**src/rtl/seg_pkg.sv**
```systemverilog
// Shared definitions for the seven-segment scan capture path.
// Contents:
//   - digit count and code width
//   - 5-bit character codes for the non-hex glyphs
//   - 7-bit active-low segment patterns (bit0 = a ... bit6 = g)
//   - anode classification type and helper
package seg_pkg;

    localparam int DIGITS = 4;
    localparam int CODE_W = 5;
    localparam int SEG_W  = 7;
    localparam int SAMPLE_W = DIGITS + SEG_W;

    // Character codes beyond the hex range 0x00-0x0F
    localparam logic [CODE_W-1:0] CODE_L     = 5'h10;
    localparam logic [CODE_W-1:0] CODE_H     = 5'h11;
    localparam logic [CODE_W-1:0] CODE_P     = 5'h12;
    localparam logic [CODE_W-1:0] CODE_U     = 5'h13;
    localparam logic [CODE_W-1:0] CODE_DASH  = 5'h14;
    localparam logic [CODE_W-1:0] CODE_BLANK = 5'h1E;
    localparam logic [CODE_W-1:0] CODE_BAD   = 5'h1F;

    // Active-low segment patterns, written g..a
    localparam logic [SEG_W-1:0] PAT_0     = 7'b1000000;
    localparam logic [SEG_W-1:0] PAT_1     = 7'b1111001;
    localparam logic [SEG_W-1:0] PAT_2     = 7'b0100100;
    localparam logic [SEG_W-1:0] PAT_3     = 7'b0110000;
    localparam logic [SEG_W-1:0] PAT_4     = 7'b0011001;
    localparam logic [SEG_W-1:0] PAT_5     = 7'b0010010;
    localparam logic [SEG_W-1:0] PAT_6     = 7'b0000010;
    localparam logic [SEG_W-1:0] PAT_7     = 7'b1111000;
    localparam logic [SEG_W-1:0] PAT_8     = 7'b0000000;
    localparam logic [SEG_W-1:0] PAT_9     = 7'b0010000;
    localparam logic [SEG_W-1:0] PAT_A     = 7'b0001000;
    localparam logic [SEG_W-1:0] PAT_B     = 7'b0000011;
    localparam logic [SEG_W-1:0] PAT_C     = 7'b1000110;
    localparam logic [SEG_W-1:0] PAT_D     = 7'b0100001;
    localparam logic [SEG_W-1:0] PAT_E     = 7'b0000110;
    localparam logic [SEG_W-1:0] PAT_F     = 7'b0001110;
    localparam logic [SEG_W-1:0] PAT_L     = 7'b1000111;
    localparam logic [SEG_W-1:0] PAT_H     = 7'b0001001;
    localparam logic [SEG_W-1:0] PAT_P     = 7'b0001100;
    localparam logic [SEG_W-1:0] PAT_U     = 7'b1000001;
    localparam logic [SEG_W-1:0] PAT_DASH  = 7'b0111111;
    localparam logic [SEG_W-1:0] PAT_BLANK = 7'b1111111;

    typedef enum logic [1:0] {
        AN_NONE  = 2'd0,   // no digit lit
        AN_ONE   = 2'd1,   // exactly one anode low
        AN_MULTI = 2'd2    // two or more anodes low
    } an_class_t;

    // Classify an active-low anode vector
    function automatic an_class_t classify_an(input logic [DIGITS-1:0] an_v);
        an_class_t cls;
        case (an_v)
            4'b1111:                            cls = AN_NONE;
            4'b1110, 4'b1101, 4'b1011, 4'b0111: cls = AN_ONE;
            default:                            cls = AN_MULTI;
        endcase
        return cls;
    endfunction

endpackage

```
**src/rtl/seg7_decode.sv**
```systemverilog
// Combinational seven-segment pattern to character-code decoder.
// Ports:
//   pattern  in  7  active-low segment lines, bit0 = a ... bit6 = g
//   code     out 5  0x00-0x0F hex, 0x10-0x14 letters/dash, 0x1E blank,
//                   0x1F for any unrecognised pattern
// The letter O shares the pattern of 0 and therefore decodes as 0x00.
module seg7_decode
    import seg_pkg::*;
(
    input  logic [SEG_W-1:0]  pattern,
    output logic [CODE_W-1:0] code
);

    // Pattern lookup
    always_comb begin
        code = CODE_BAD;
        case (pattern)
            PAT_0:     code = 5'h00;
            PAT_1:     code = 5'h01;
            PAT_2:     code = 5'h02;
            PAT_3:     code = 5'h03;
            PAT_4:     code = 5'h04;
            PAT_5:     code = 5'h05;
            PAT_6:     code = 5'h06;
            PAT_7:     code = 5'h07;
            PAT_8:     code = 5'h08;
            PAT_9:     code = 5'h09;
            PAT_A:     code = 5'h0A;
            PAT_B:     code = 5'h0B;
            PAT_C:     code = 5'h0C;
            PAT_D:     code = 5'h0D;
            PAT_E:     code = 5'h0E;
            PAT_F:     code = 5'h0F;
            PAT_L:     code = CODE_L;
            PAT_H:     code = CODE_H;
            PAT_P:     code = CODE_P;
            PAT_U:     code = CODE_U;
            PAT_DASH:  code = CODE_DASH;
            PAT_BLANK: code = CODE_BLANK;
            default:   code = CODE_BAD;
        endcase
    end

endmodule

```
**src/rtl/seg_scan_capture.sv**
```systemverilog
// Receive side of a 4-digit multiplexed seven-segment bus.
// Synchronises {an,seg}, waits for each scan step to be stable, decodes the
// lit digit into its slot and hands a full (or timed-out partial) frame out
// on a valid/ready interface.
// Ports:
//   CLOCK        in   1   system clock
//   RESET_N      in   1   asynchronous active-low reset
//   an           in   4   anode enables, active-low
//   seg          in   7   segment lines, active-low, bit0 = a ... bit6 = g
//   frame_code   out  20  {d3,d2,d1,d0}, d0 belongs to an[0]
//   frame_valid  out  1   frame_code holds an unaccepted frame
//   frame_ready  in   1   consumer accepts on an edge with frame_valid=1
//   overrun      out  1   sticky: a completed frame was dropped
//   illegal_an   out  1   sticky: a stable sample had several anodes low
module seg_scan_capture
    import seg_pkg::*;
#(
    parameter int STABLE_CYCLES  = 16,
    parameter int TIMEOUT_CYCLES = 1048576
) (
    input  logic                     CLOCK,
    input  logic                     RESET_N,
    input  logic [DIGITS-1:0]        an,
    input  logic [SEG_W-1:0]         seg,
    output logic [DIGITS*CODE_W-1:0] frame_code,
    output logic                     frame_valid,
    input  logic                     frame_ready,
    output logic                     overrun,
    output logic                     illegal_an
);

    localparam int STAB_W = $clog2(STABLE_CYCLES + 1);
    localparam int IDLE_W = $clog2(TIMEOUT_CYCLES + 1);
    localparam logic [STAB_W-1:0] STAB_MAX  = STAB_W'(STABLE_CYCLES);
    localparam logic [STAB_W-1:0] STAB_FIRE = STAB_W'(STABLE_CYCLES - 1);
    localparam logic [IDLE_W-1:0] IDLE_MAX  = IDLE_W'(TIMEOUT_CYCLES);
    localparam logic [IDLE_W-1:0] IDLE_LAST = IDLE_W'(TIMEOUT_CYCLES - 1);

    // Input capture and stability tracking
    logic [SAMPLE_W-1:0] sync1_r;
    logic [SAMPLE_W-1:0] sync2_r;
    logic [SAMPLE_W-1:0] prev_r;
    logic [STAB_W-1:0]   stab_r;

    // Frame assembly state
    logic [DIGITS-1:0]             seen_r;
    logic [DIGITS-1:0][CODE_W-1:0] slot_r;
    logic [IDLE_W-1:0]             idle_r;

    // Output registers
    logic [DIGITS*CODE_W-1:0] frame_code_r;
    logic                     frame_valid_r;
    logic                     overrun_r;
    logic                     illegal_an_r;

    // Combinational helpers
    logic [DIGITS-1:0]             an_s;
    logic [SEG_W-1:0]              seg_s;
    logic [CODE_W-1:0]             code_s;
    logic                          strobe_s;
    logic [DIGITS-1:0]             write_mask_s;
    logic                          illegal_hit_s;
    logic [DIGITS-1:0][CODE_W-1:0] slot_next_s;
    logic                          close_s;
    logic                          load_s;

    assign an_s  = sync2_r[SAMPLE_W-1:SEG_W];
    assign seg_s = sync2_r[SEG_W-1:0];

    // Fires once per stable window, on the count STABLE_CYCLES-1 -> STABLE_CYCLES
    assign strobe_s = (sync2_r == prev_r) && (stab_r == STAB_FIRE);

    seg7_decode u_decode (
        .pattern (seg_s),
        .code    (code_s)
    );

    // Classify the strobed sample into a slot write or an illegal-anode flag
    always_comb begin
        write_mask_s  = '0;
        illegal_hit_s = 1'b0;
        if (strobe_s) begin
            case (classify_an(an_s))
                AN_ONE:   write_mask_s  = ~an_s;
                AN_MULTI: illegal_hit_s = 1'b1;
                default:  write_mask_s  = '0;
            endcase
        end else begin
            write_mask_s = '0;
        end
    end

    // Slot contents including this edge's write, so a coincident close sees it
    always_comb begin
        slot_next_s = slot_r;
        for (int i = 0; i < DIGITS; i++) begin
            if (write_mask_s[i]) begin
                slot_next_s[i] = code_s;
            end else begin
                slot_next_s[i] = slot_r[i];
            end
        end
    end

    // Close on a fully populated frame or on idle timeout of a partial one
    assign close_s = (seen_r == {DIGITS{1'b1}}) ||
                     ((seen_r != '0) && (idle_r == IDLE_LAST));

    // A close only reaches the output if the holding register is free this edge
    assign load_s = close_s && (!frame_valid_r || frame_ready);

    // Two-flop synchroniser, previous-sample register and stability counter
    always_ff @(posedge CLOCK or negedge RESET_N) begin
        if (!RESET_N) begin
            sync1_r <= {SAMPLE_W{1'b1}};
            sync2_r <= {SAMPLE_W{1'b1}};
            prev_r  <= {SAMPLE_W{1'b1}};
            stab_r  <= '0;
        end else begin
            sync1_r <= {an, seg};
            sync2_r <= sync1_r;
            prev_r  <= sync2_r;
            if (sync2_r != prev_r) begin
                stab_r <= '0;
            end else if (stab_r != STAB_MAX) begin
                stab_r <= stab_r + STAB_W'(1);
            end else begin
                stab_r <= stab_r;
            end
        end
    end

    // Slot, seen-mask and idle-counter bookkeeping for the frame under assembly
    always_ff @(posedge CLOCK or negedge RESET_N) begin
        if (!RESET_N) begin
            seen_r <= '0;
            slot_r <= {DIGITS{CODE_BLANK}};
            idle_r <= '0;
        end else if (close_s) begin
            seen_r <= '0;
            slot_r <= {DIGITS{CODE_BLANK}};
            idle_r <= '0;
        end else begin
            seen_r <= seen_r | write_mask_s;
            slot_r <= slot_next_s;
            if ((seen_r == '0) || (write_mask_s != '0)) begin
                idle_r <= '0;
            end else if (idle_r != IDLE_MAX) begin
                idle_r <= idle_r + IDLE_W'(1);
            end else begin
                idle_r <= idle_r;
            end
        end
    end

    // Output holding register, handshake and sticky status flags
    always_ff @(posedge CLOCK or negedge RESET_N) begin
        if (!RESET_N) begin
            frame_code_r  <= '0;
            frame_valid_r <= 1'b0;
            overrun_r     <= 1'b0;
            illegal_an_r  <= 1'b0;
        end else begin
            if (load_s) begin
                frame_code_r  <= slot_next_s;
                frame_valid_r <= 1'b1;
            end else if (frame_ready) begin
                frame_code_r  <= frame_code_r;
                frame_valid_r <= 1'b0;
            end else begin
                frame_code_r  <= frame_code_r;
                frame_valid_r <= frame_valid_r;
            end
            if (close_s && !load_s) begin
                overrun_r <= 1'b1;
            end else begin
                overrun_r <= overrun_r;
            end
            if (illegal_hit_s) begin
                illegal_an_r <= 1'b1;
            end else begin
                illegal_an_r <= illegal_an_r;
            end
        end
    end

    assign frame_code  = frame_code_r;
    assign frame_valid = frame_valid_r;
    assign overrun     = overrun_r;
    assign illegal_an  = illegal_an_r;

endmodule

```
**config.mk**
```make
export PLATFORM = sky130hd
export DESIGN_NAME = seg_scan_capture
export DESIGN_NICKNAME = d
export VERILOG_FILES = /design/src/rtl/seg_pkg.sv /design/src/rtl/seg7_decode.sv /design/src/rtl/seg_scan_capture.sv
export SDC_FILE = /design/constraint.sdc
export NUM_CORES = 1
export LEC_CHECK = 0
export ABC_AREA = 1
export CORE_MARGIN = 5
export CORE_UTILIZATION = 35
export DETAILED_ROUTE_END_ITERATION = 6
export GPL_TIMING_DRIVEN = 0
export MAX_ROUTING_LAYER = met4
export PLACE_DENSITY_LB_ADDON = 0.2
export SETUP_SLACK_MARGIN = 0.5
export SLEW_MARGIN = 10
export SYNTH_ARGS = -nofsm -noshare
export SYNTH_HDL_FRONTEND = slang
export SYNTH_SLANG_ARGS = --single-unit
export TNS_END_PERCENT = 10
```
**constraint.sdc**
```tcl
create_clock -name CLOCK -period 3.9 [get_ports CLOCK]
set_input_delay 0.585 -clock CLOCK [delete_from_list [all_inputs] [get_ports CLOCK]]
set_output_delay 0.585 -clock CLOCK [all_outputs]
set_load 0.01 [all_outputs]
```
## Yosys cells after proc, flatten, opt, wreduce, memory -nomap -nowiden

Cells that the tools add are included.

- Register bits: 106
- Output and inout port bits: 23
- Bits of input ports: 14

- Reductions and logical operators: 17
- Bitwise gates (word level): 2
- Muxes and demuxes: 20
- Eq/ne operators: 35
- $add $sub $neg: 2

Operator list:

| cell | count |
|---|---|
| $pmux W5 S22 | 1 |
| $mux W21 | 3 |
| $eq A7 B7 Y1 const B | 7 |
| $mux W5 | 6 |
| $eq A7 B4 Y1 const B | 4 |
| $eq A7 B6 Y1 const B | 4 |
| $add A21 B1 Y21 const B | 1 |
| $eq A21 B20 Y1 const B | 1 |
| $eq A7 B5 Y1 const B | 3 |
| $ne A21 B21 Y1 const B | 1 |
| $eq A4 B4 Y1 const B | 5 |
| $mux W20 | 1 |
| $eq A7 B2 Y1 const B | 2 |
| $mux W4 | 3 |
| $eq A11 B11 Y1 | 1 |
| $ne A11 B11 Y1 | 1 |
| $reduce_bool A4 Y1 | 2 |
| $eq A7 B3 Y1 const B | 1 |
| $logic_not A7 Y1 | 1 |
| $add A5 B1 Y5 const B | 1 |
| $eq A5 B4 Y1 const B | 1 |
| $ne A5 B5 Y1 const B | 1 |
| $eq A4 B3 Y1 const B | 1 |
| $logic_and A1 B1 Y1 | 4 |
| other kinds (13) | 20 |

## Longest topological paths before layout

- Depth after elaboration: 11
- Depth in mapped cells: 14
- Depth with buffers taken out: 14

## Hierarchy

Synthesis repeated with hierarchy kept, for this count alone.

- Cells, all modules: 612
- Area total of the unflattened synthesis: 5,126.2 um^2

By module, submodules not included:

| module | instances | area each (um^2) | cells each |
|---|---|---|---|
| seg_scan_capture | 1 | 4,643.2 | 504 |
| seg7_decode | 1 | 483.0 | 108 |

## Worst setup path after synthesis

Ideal clock, no wire load.

- Path type: reg2reg
- Start: reg sync2_r[2]
- End: reg idle_r[8]
- Path buffers: 2
- Arrival time: 1.639 ns
- Setup slack: 2.140 ns
- Data required time: 3.779 ns
- Stages on the path, launching flop included: 13
- Path through: dfstp_2 buf_6 xnor2_1 nand2_1 nor2_2 inv_2 nor2_4 nand3_4 nand2_1 nor2_1 nand2_2 buf_4 nor2_1

- Word-level cells in the longest chain between the ends: 7

Ends and longest elaborated chain:

| what | RTL line | RTL |
|---|---|---|
| from (decl) | seg_scan_capture.sv:41 | `logic [SAMPLE_W-1:0] sync2_r;` |
| from (signal assigned) | seg_scan_capture.sv:116 | `sync2_r <= {SAMPLE_W{1'b1}};` |
| from (signal assigned) | seg_scan_capture.sv:121 | `sync2_r <= sync1_r;` |
| $eq A11 B11 Y1 * | seg_scan_capture.sv:71 | `assign strobe_s = (sync2_r == prev_r) && (stab_r == STAB_FIRE);` |
| $logic_and A1 B1 Y1 * | seg_scan_capture.sv:71 |  |
| $mux W4 * | seg_scan_capture.sv:82 | `if (strobe_s) begin` |
| $reduce_bool A4 Y1 * | seg_scan_capture.sv:146 | `if ((seen_r == '0) \|\| (write_mask_s != '0)) begin` |
| $logic_or A1 B1 Y1 * | seg_scan_capture.sv:146 |  |
| $mux W21 | seg_scan_capture.sv:146 |  |
| $mux W21 | seg_scan_capture.sv:139 | `end else if (close_s) begin` |
| to (signal assigned) | seg_scan_capture.sv:149 | `idle_r <= idle_r + IDLE_W'(1);` |
| to (signal assigned) | seg_scan_capture.sv:151 | `idle_r <= idle_r;` |
| to (decl) | seg_scan_capture.sv:48 | `logic [IDLE_W-1:0] idle_r;` |

Every way passes the cells marked *; elsewhere a longest branch is shown, timed or not.
A chain may end at the register's enable or synchronous reset.

## Worst setup path after layout

- Start: reg sync2_r[6]
- End: reg frame_code_r[19], in the netlist frame_code[19]

- Word-level cells in the longest chain between the ends: 4

Ends and longest elaborated chain:

| what | RTL line | RTL |
|---|---|---|
| branches (longest 3 deep; another with $pmux W5 S22) | n/a |  |
| $mux W5 * | seg_scan_capture.sv:97 | `if (write_mask_s[i]) begin` |
| to (signal assigned) | seg_scan_capture.sv:165 | `frame_code_r <= slot_next_s;` |
| to (signal assigned) | seg_scan_capture.sv:168 | `frame_code_r <= frame_code_r;` |
| to (signal assigned) | seg_scan_capture.sv:171 | `frame_code_r <= frame_code_r;` |
| to (decl) | seg_scan_capture.sv:51 | `logic [DIGITS*CODE_W-1:0] frame_code_r;` |

Every way passes the cells marked *.

==> metrics.txt <==
status finished, final reports clean; layout cells sized above 1 16.94%; antenna-violating nets left 0; CTS root buf clkbuf_16; initial antenna violation count 0; Tot GR Track Use between 10% and 20%; core region area 14480 um2; clock buffer depth 2; Hold Crit Class input pin to asynchronous set/reset pin; Post-synth EDFFs 0; Slowest cell on crit path dfstp_2; Synth Flop Type dfrtp_1; slew of the pin with the lowest slew margin 0.4660 ns; HPWL Detailed 7948 um; buffers and inverters on the worst path 2; met3 Usage GRT 3.593%; final setup TNS 0 ns; critical path data required time 4.14 ns; Synth Instances 620; Post-Route WL 10880 um; Period minus WS final 2.158 ns; Worst setup startpoint sync2_r[6]; Via density roughly 4.6; Initial Utilization 35.66%; vias post-DR 3954; RR Startpoint sync2_r[6]; synthesis-stage register bit count 106; critical path capture point type register; Area Growth Syn to Fin 17.91%; H-tree levels 3; wire length per cell 12.70 um; Yosys Warn Count 0; Simple-Gate Fraction of Synth Area a little under a third; row count 44; post-layout instance area 6088 um2; most frequent cells in the layout nand2_1, nor2_1, inv_1, dfrtp_1, dfstp_2; cts bufs inserted 9; clock slew at reported path FFs 0.07 ns; adder-cell share of the synthesized area 1.212%; vias in the first global route 3909; Slew HR 68.93%; Antenna Cells 0; Arr. time, crit path 2.40 ns; xor/xnor share of the synthesized area slightly above 5%; Worst Hold Slack 0.06170 ns; first-pass GRT wire length 18480 um; clk_skew 0.01761 ns; crit share post-route 55.32%; port bufs 36; PD cells 358.3 nW/um2; RSZ-0062 raised after global routing false; met2 GRT Util 20.80%; Async S/R FF share, synth 100.0%; clock sink count 106; Crit Path Class register to register; synth unique cells 35; I/O pin cnt 37; Startpoint Class register; CP max stage delay approximately 0.53 ns; Final setup viols 0; initial drt markers about 220; # DRC 0; remaining global-route overflow 0; Post-CTS Hold Buffers 0; post_cts resized 0; Max Cap Violations 0; post-synthesis sequential area ratio 52.56%; Clk Latency, worst-skew pair 0.36 ns; busiest grt layer met2; main combinational cell family by area after synthesis simple AND/OR/NAND/NOR gates; met1 usage between 10% and 20%; postcts setup bufs 0; Final Hold Viols 0; die area 17280 um2; Detailed Routing Iterations Pass 1 6; Crit path max-delay family simple AND/OR/NAND/NOR gates; fmax 463.5 MHz; NumNets Final 687; most frequent CP cell nand2_1; CTS tree built; multiplexer area fraction after synthesis 0%; largest net degree at the start of global routing 92; Synth Area in Compound Gates 1.696%; Die Height around 130 um; post-synth net total 639; VDD IR max 0.2201 mV; CP cell instances buf_2, inv_2, nor2_1, nand2_1, o21ai_1, nor2_2, nand2_1, nor2_4, nor2_2, nand2_1, nand3_1, nand2_1; Worst Path Max Fanout 7; max-slew violation count 0; Lkg Pwr 2.919 nW; Die Wd 131.5 um; synthesized area 5164 um2; commonest non-fill, non-tap cell in the layout nand2_1; RePlAce Congestion between 0.8 and 0.9; syn avg cell area 8.329 um2; Placed Area 5783 um2
[power by group]
group	internal [mW]	switching, mW	total (mW)
clock	0.502	0.424	0.926
combinational	0.0393	0.0705	0.110
sequential	1.13	0.0141	1.15
[path summary, 6_finish.rpt]
kind | to | cells past startpoint | slack [ns]
max | frame_code[19] | 12 | 1.74
min | idle_r[11] | 1 | 0.06
max reg2reg | frame_code[19] | 12 | 1.74
min reg2reg | sync2_r[7] | 0 | 0.36
max in group asynchronous | slot_r[3] | 2 | 3.13
min in group CLOCK | sync2_r[7] | 0 | 0.36
[through the flow]
stage	setup slack (ns)	utilization, %	std cells	power, mW
after floorplan	2.140	-	620	1.218
final	1.742	42.05	857	2.181
after CTS	1.727	42.05	857	2.225
after global routing	1.514	42.05	857	2.278
after detailed placement	1.738	39.94	841	1.277
after global placement	-1.841	39.74	840	1.273
[flip-flops by register name, indices dropped and copies added (netlist names)]
signal,cells
seen_r,4
idle_r,21
prev_r,11
slot_r,20
frame_code,20
frame_valid,1
stab_r,5
illegal_an,1
sync2_r,11
sync1_r,11
overrun,1
[cell type report]
class	instances	area (um2)
flip-flops and latches	106	2714
well taps	184	230.2
clock buffers	12	267.8
inverters	82	310.3
fillers	1444	8391
repair buffers	37	389.1
plain buffers	10	85.08
clock inverters	4	37.54
multi-input cells	422	2054
[worst reg2reg max path, delay by kind of cell (launching register included)]
| family | cells | cell delay (ns) |
|---|---|---|
| flip-flops | 1 | 0.53 |
| AND/OR/NAND/NOR | 9 | 1.12 |
| AO/OA/AOI/OAI | 1 | 0.15 |
| buffers and inverters | 2 | 0.25 |
[per-layer routing]
| metal | vias up | routed length [um] |
|---|---|---|
| met5 | - | 0 |
| met4 | 0 | 178 |
| met3 | 16 | 359 |
| met2 | 57 | 5175 |
| met1 | 1883 | 5171 |
| li1 | 1998 | - |
[synth_stat cells, types with 5 or more instances]
cell type | n | area [um2]
xnor2_1 | 10 | 87.58
nor3_1 | 11 | 55.05
inv_2 | 13 | 48.80
dfrtp_1 | 57 | 1426
nor2_2 | 11 | 68.82
a21oi_1 | 9 | 45.04
nand2_1 | 208 | 780.8
buf_6 | 5 | 56.30
inv_1 | 68 | 255.2
nand4_1 | 10 | 62.56
xor2_1 | 20 | 175.2
nor2_1 | 74 | 277.8
ha_1 | 5 | 62.56
dfstp_2 | 49 | 1287
nand3_1 | 38 | 190.2
[kinds of logic (layout without fill, tap and decap cells)]
logic type / Yosys count / after routing
buffers and inverters: 92 / 145
adder cells (fa/ha/maj): 5 / 5
flip-flops: 106 / 106
XOR/XNOR: 30 / 30
AO/OA/AOI/OAI: 16 / 16
AND/OR/NAND/NOR: 371 / 371
(Power assumes the default switching activity.)
==> RTL change, RTL diff (config.mk and constraints unchanged) <==
Set the parameter `STABLE_CYCLES` to 8 (it was 16).
--- a/src/rtl/seg_scan_capture.sv
+++ b/src/rtl/seg_scan_capture.sv
@@ -17,3 +17,3 @@
 #(
-    parameter int STABLE_CYCLES  = 16,
+    parameter int STABLE_CYCLES  = 8,
     parameter int TIMEOUT_CYCLES = 1048576
Behaviour: same outputs for any inputs over 10 cycles, from zero or initial values and one cycle with RESET_N low; that may be too few to reach the edited logic, so the function may still have changed.
==> RTL change against the original RTL <==
- final area decreased by 2.7%
- area after synthesis decreased by 3.1%
- routed wire length decreased by 2.5%
- power decreased by 2.3%
- largest power group unchanged
- critical path depth decreased by 2
- global-route usage increased by 0.87 points
- sequential cell count decreased by 1
- sequential share of layout area increased by 0.82 points
- highest routed layer unchanged
- worst setup slack got worse by 62 ps
==> RTL change: results <==
export IMPL_status="finished clean"
export IMPL_nets=654
export IMPL_hold_path_class="in2async"
export IMPL_largest_register_ffs=21
export IMPL_synth_cell_types=33
export IMPL_instances_no_fill=821
export IMPL_grt_pass1_wl_mm=18.5
export IMPL_synth_fp_nets=606
export IMPL_n_fill_cell=1388
export IMPL_cts_buffers=9
export IMPL_finClkSkew_ps=10.5
export IMPL_clk_latency_ps=360
export IMPL_dpl_cell_area_um2=5620
export IMPL_yosys_warnings=0
export IMPL_cts_setup_buffers=0
export IMPL_post_cts_resized=0
export IMPL_dr_pass1_iters=4
export IMPL_seq_area_frac_synth=0.537
export IMPL_synthCells=588
export IMPL_drt_total_wl_mm=10.6
export IMPL_p_leak_uw=0.00279
export IMPL_yosysTopAreaCellShare=0.280
export IMPL_grt_pass1_vias=3992
export IMPL_arrival_ps=2460
export IMPL_vdd_ir_drop_max_uv=213
export IMPL_cp_max_fo=10
export IMPL_drt_initial_drc_count=186
export IMPL_hpwl_mm=7.75
export IMPL_synth_common_cells="nand2_1 (179), nand3_1 (59), dfrtp_1 (56), inv_1 (56), nor2_1 (55)"
export IMPL_layout_drive_gt1_share=0.189
export IMPL_worstMarginPinSlew_ps=529
export IMPL_hold_viol_final=0
export IMPL_synth_compound_area_frac=0.0272
export IMPL_synth_xor_area_frac=0.0455
export IMPL_cp_slowest_cell="dfstp_2"
export IMPL_place_gp_congestion=0.797
export IMPL_grt_max_degree=79
export IMPL_dp_cells=805
export IMPL_async_flop_share=1.00
export IMPL_synthTopCellsByArea="dfrtp_1 (28%), dfstp_2 (26%), nand2_1 (13%), nand3_1 (5.9%), inv_1 (4.2%)"
export IMPL_pre_cts_slack_ps=1640
export IMPL_synthAdderAreaFrac=0.0100
export IMPL_dr_total_vias=3863
export IMPL_track_usage=0.142
-- RTL change: layout make-up --
class / count / area [um2] / share of cell area
flip-flops and latches: 105 / 2690 / 0.454
multi-input cells: 410 / 2010 / 0.339
repair buffers: 37 / 389 / 0.0657
clock buffers: 10 / 239 / 0.0403
inverters: 62 / 233 / 0.0393
well taps: 180 / 225 / 0.0380
plain buffers: 11 / 77.6 / 0.0131
clock inverters: 6 / 63.8 / 0.0108
-- RTL change: worst register-to-register path, delay by kind of cell, from the launching register on --
family | cells | cell delay (ps)
xor+xnor | 1 | 140
buf+inv | 2 | 370
flops | 1 | 530
simple gates | 7 | 1080
-- RTL change: power by group --
group          switching (uW)  internal, uW  leakage (uW)  total [uW]
registers                15.4          1120       0.00129        1140
clock network             431           466      0.000149         897
logic                    62.6          35.0       0.00135        97.6
total                     509          1620       0.00279        2130
-- RTL change: path summary, 6_finish.rpt --
path / start / end / slack [ps] / cells after the start
setup / recovery: sync2_r[2] / idle_r[6] / 1680 / 10
hold / removal: RESET_N / frame_code[3] / 100 / 1
setup reg to reg: sync2_r[2] / idle_r[6] / 1680 / 10
hold reg to reg: sync1_r[2] / sync2_r[2] / 360 / 0
max in group asynchronous: RESET_N / slot_r[14] / 3130 / 2
min in group CLOCK: sync1_r[2] / sync2_r[2] / 360 / 0
-- RTL change: logic make-up (layout without fill, tap and decap cells) --
group | count (synthesis) | after routing
AOI/OAI and AO/OA | 25 | 25
adders and majority gates | 4 | 4
xor gates and xnor gates | 26 | 26
and+or+nand+nor | 355 | 355
buffers and inverters | 73 | 126
DFF | 105 | 105
-- RTL change: per-layer routing --
layer / part of all wire / GRT usage / wire, um
met1: 0.47 / 0.175 / 4980
met2: 0.48 / 0.231 / 5080
met3: 0.037 / 0.0371 / 389
met4: 0.015 / 0.0397 / 161
met5: 0 / - / 0
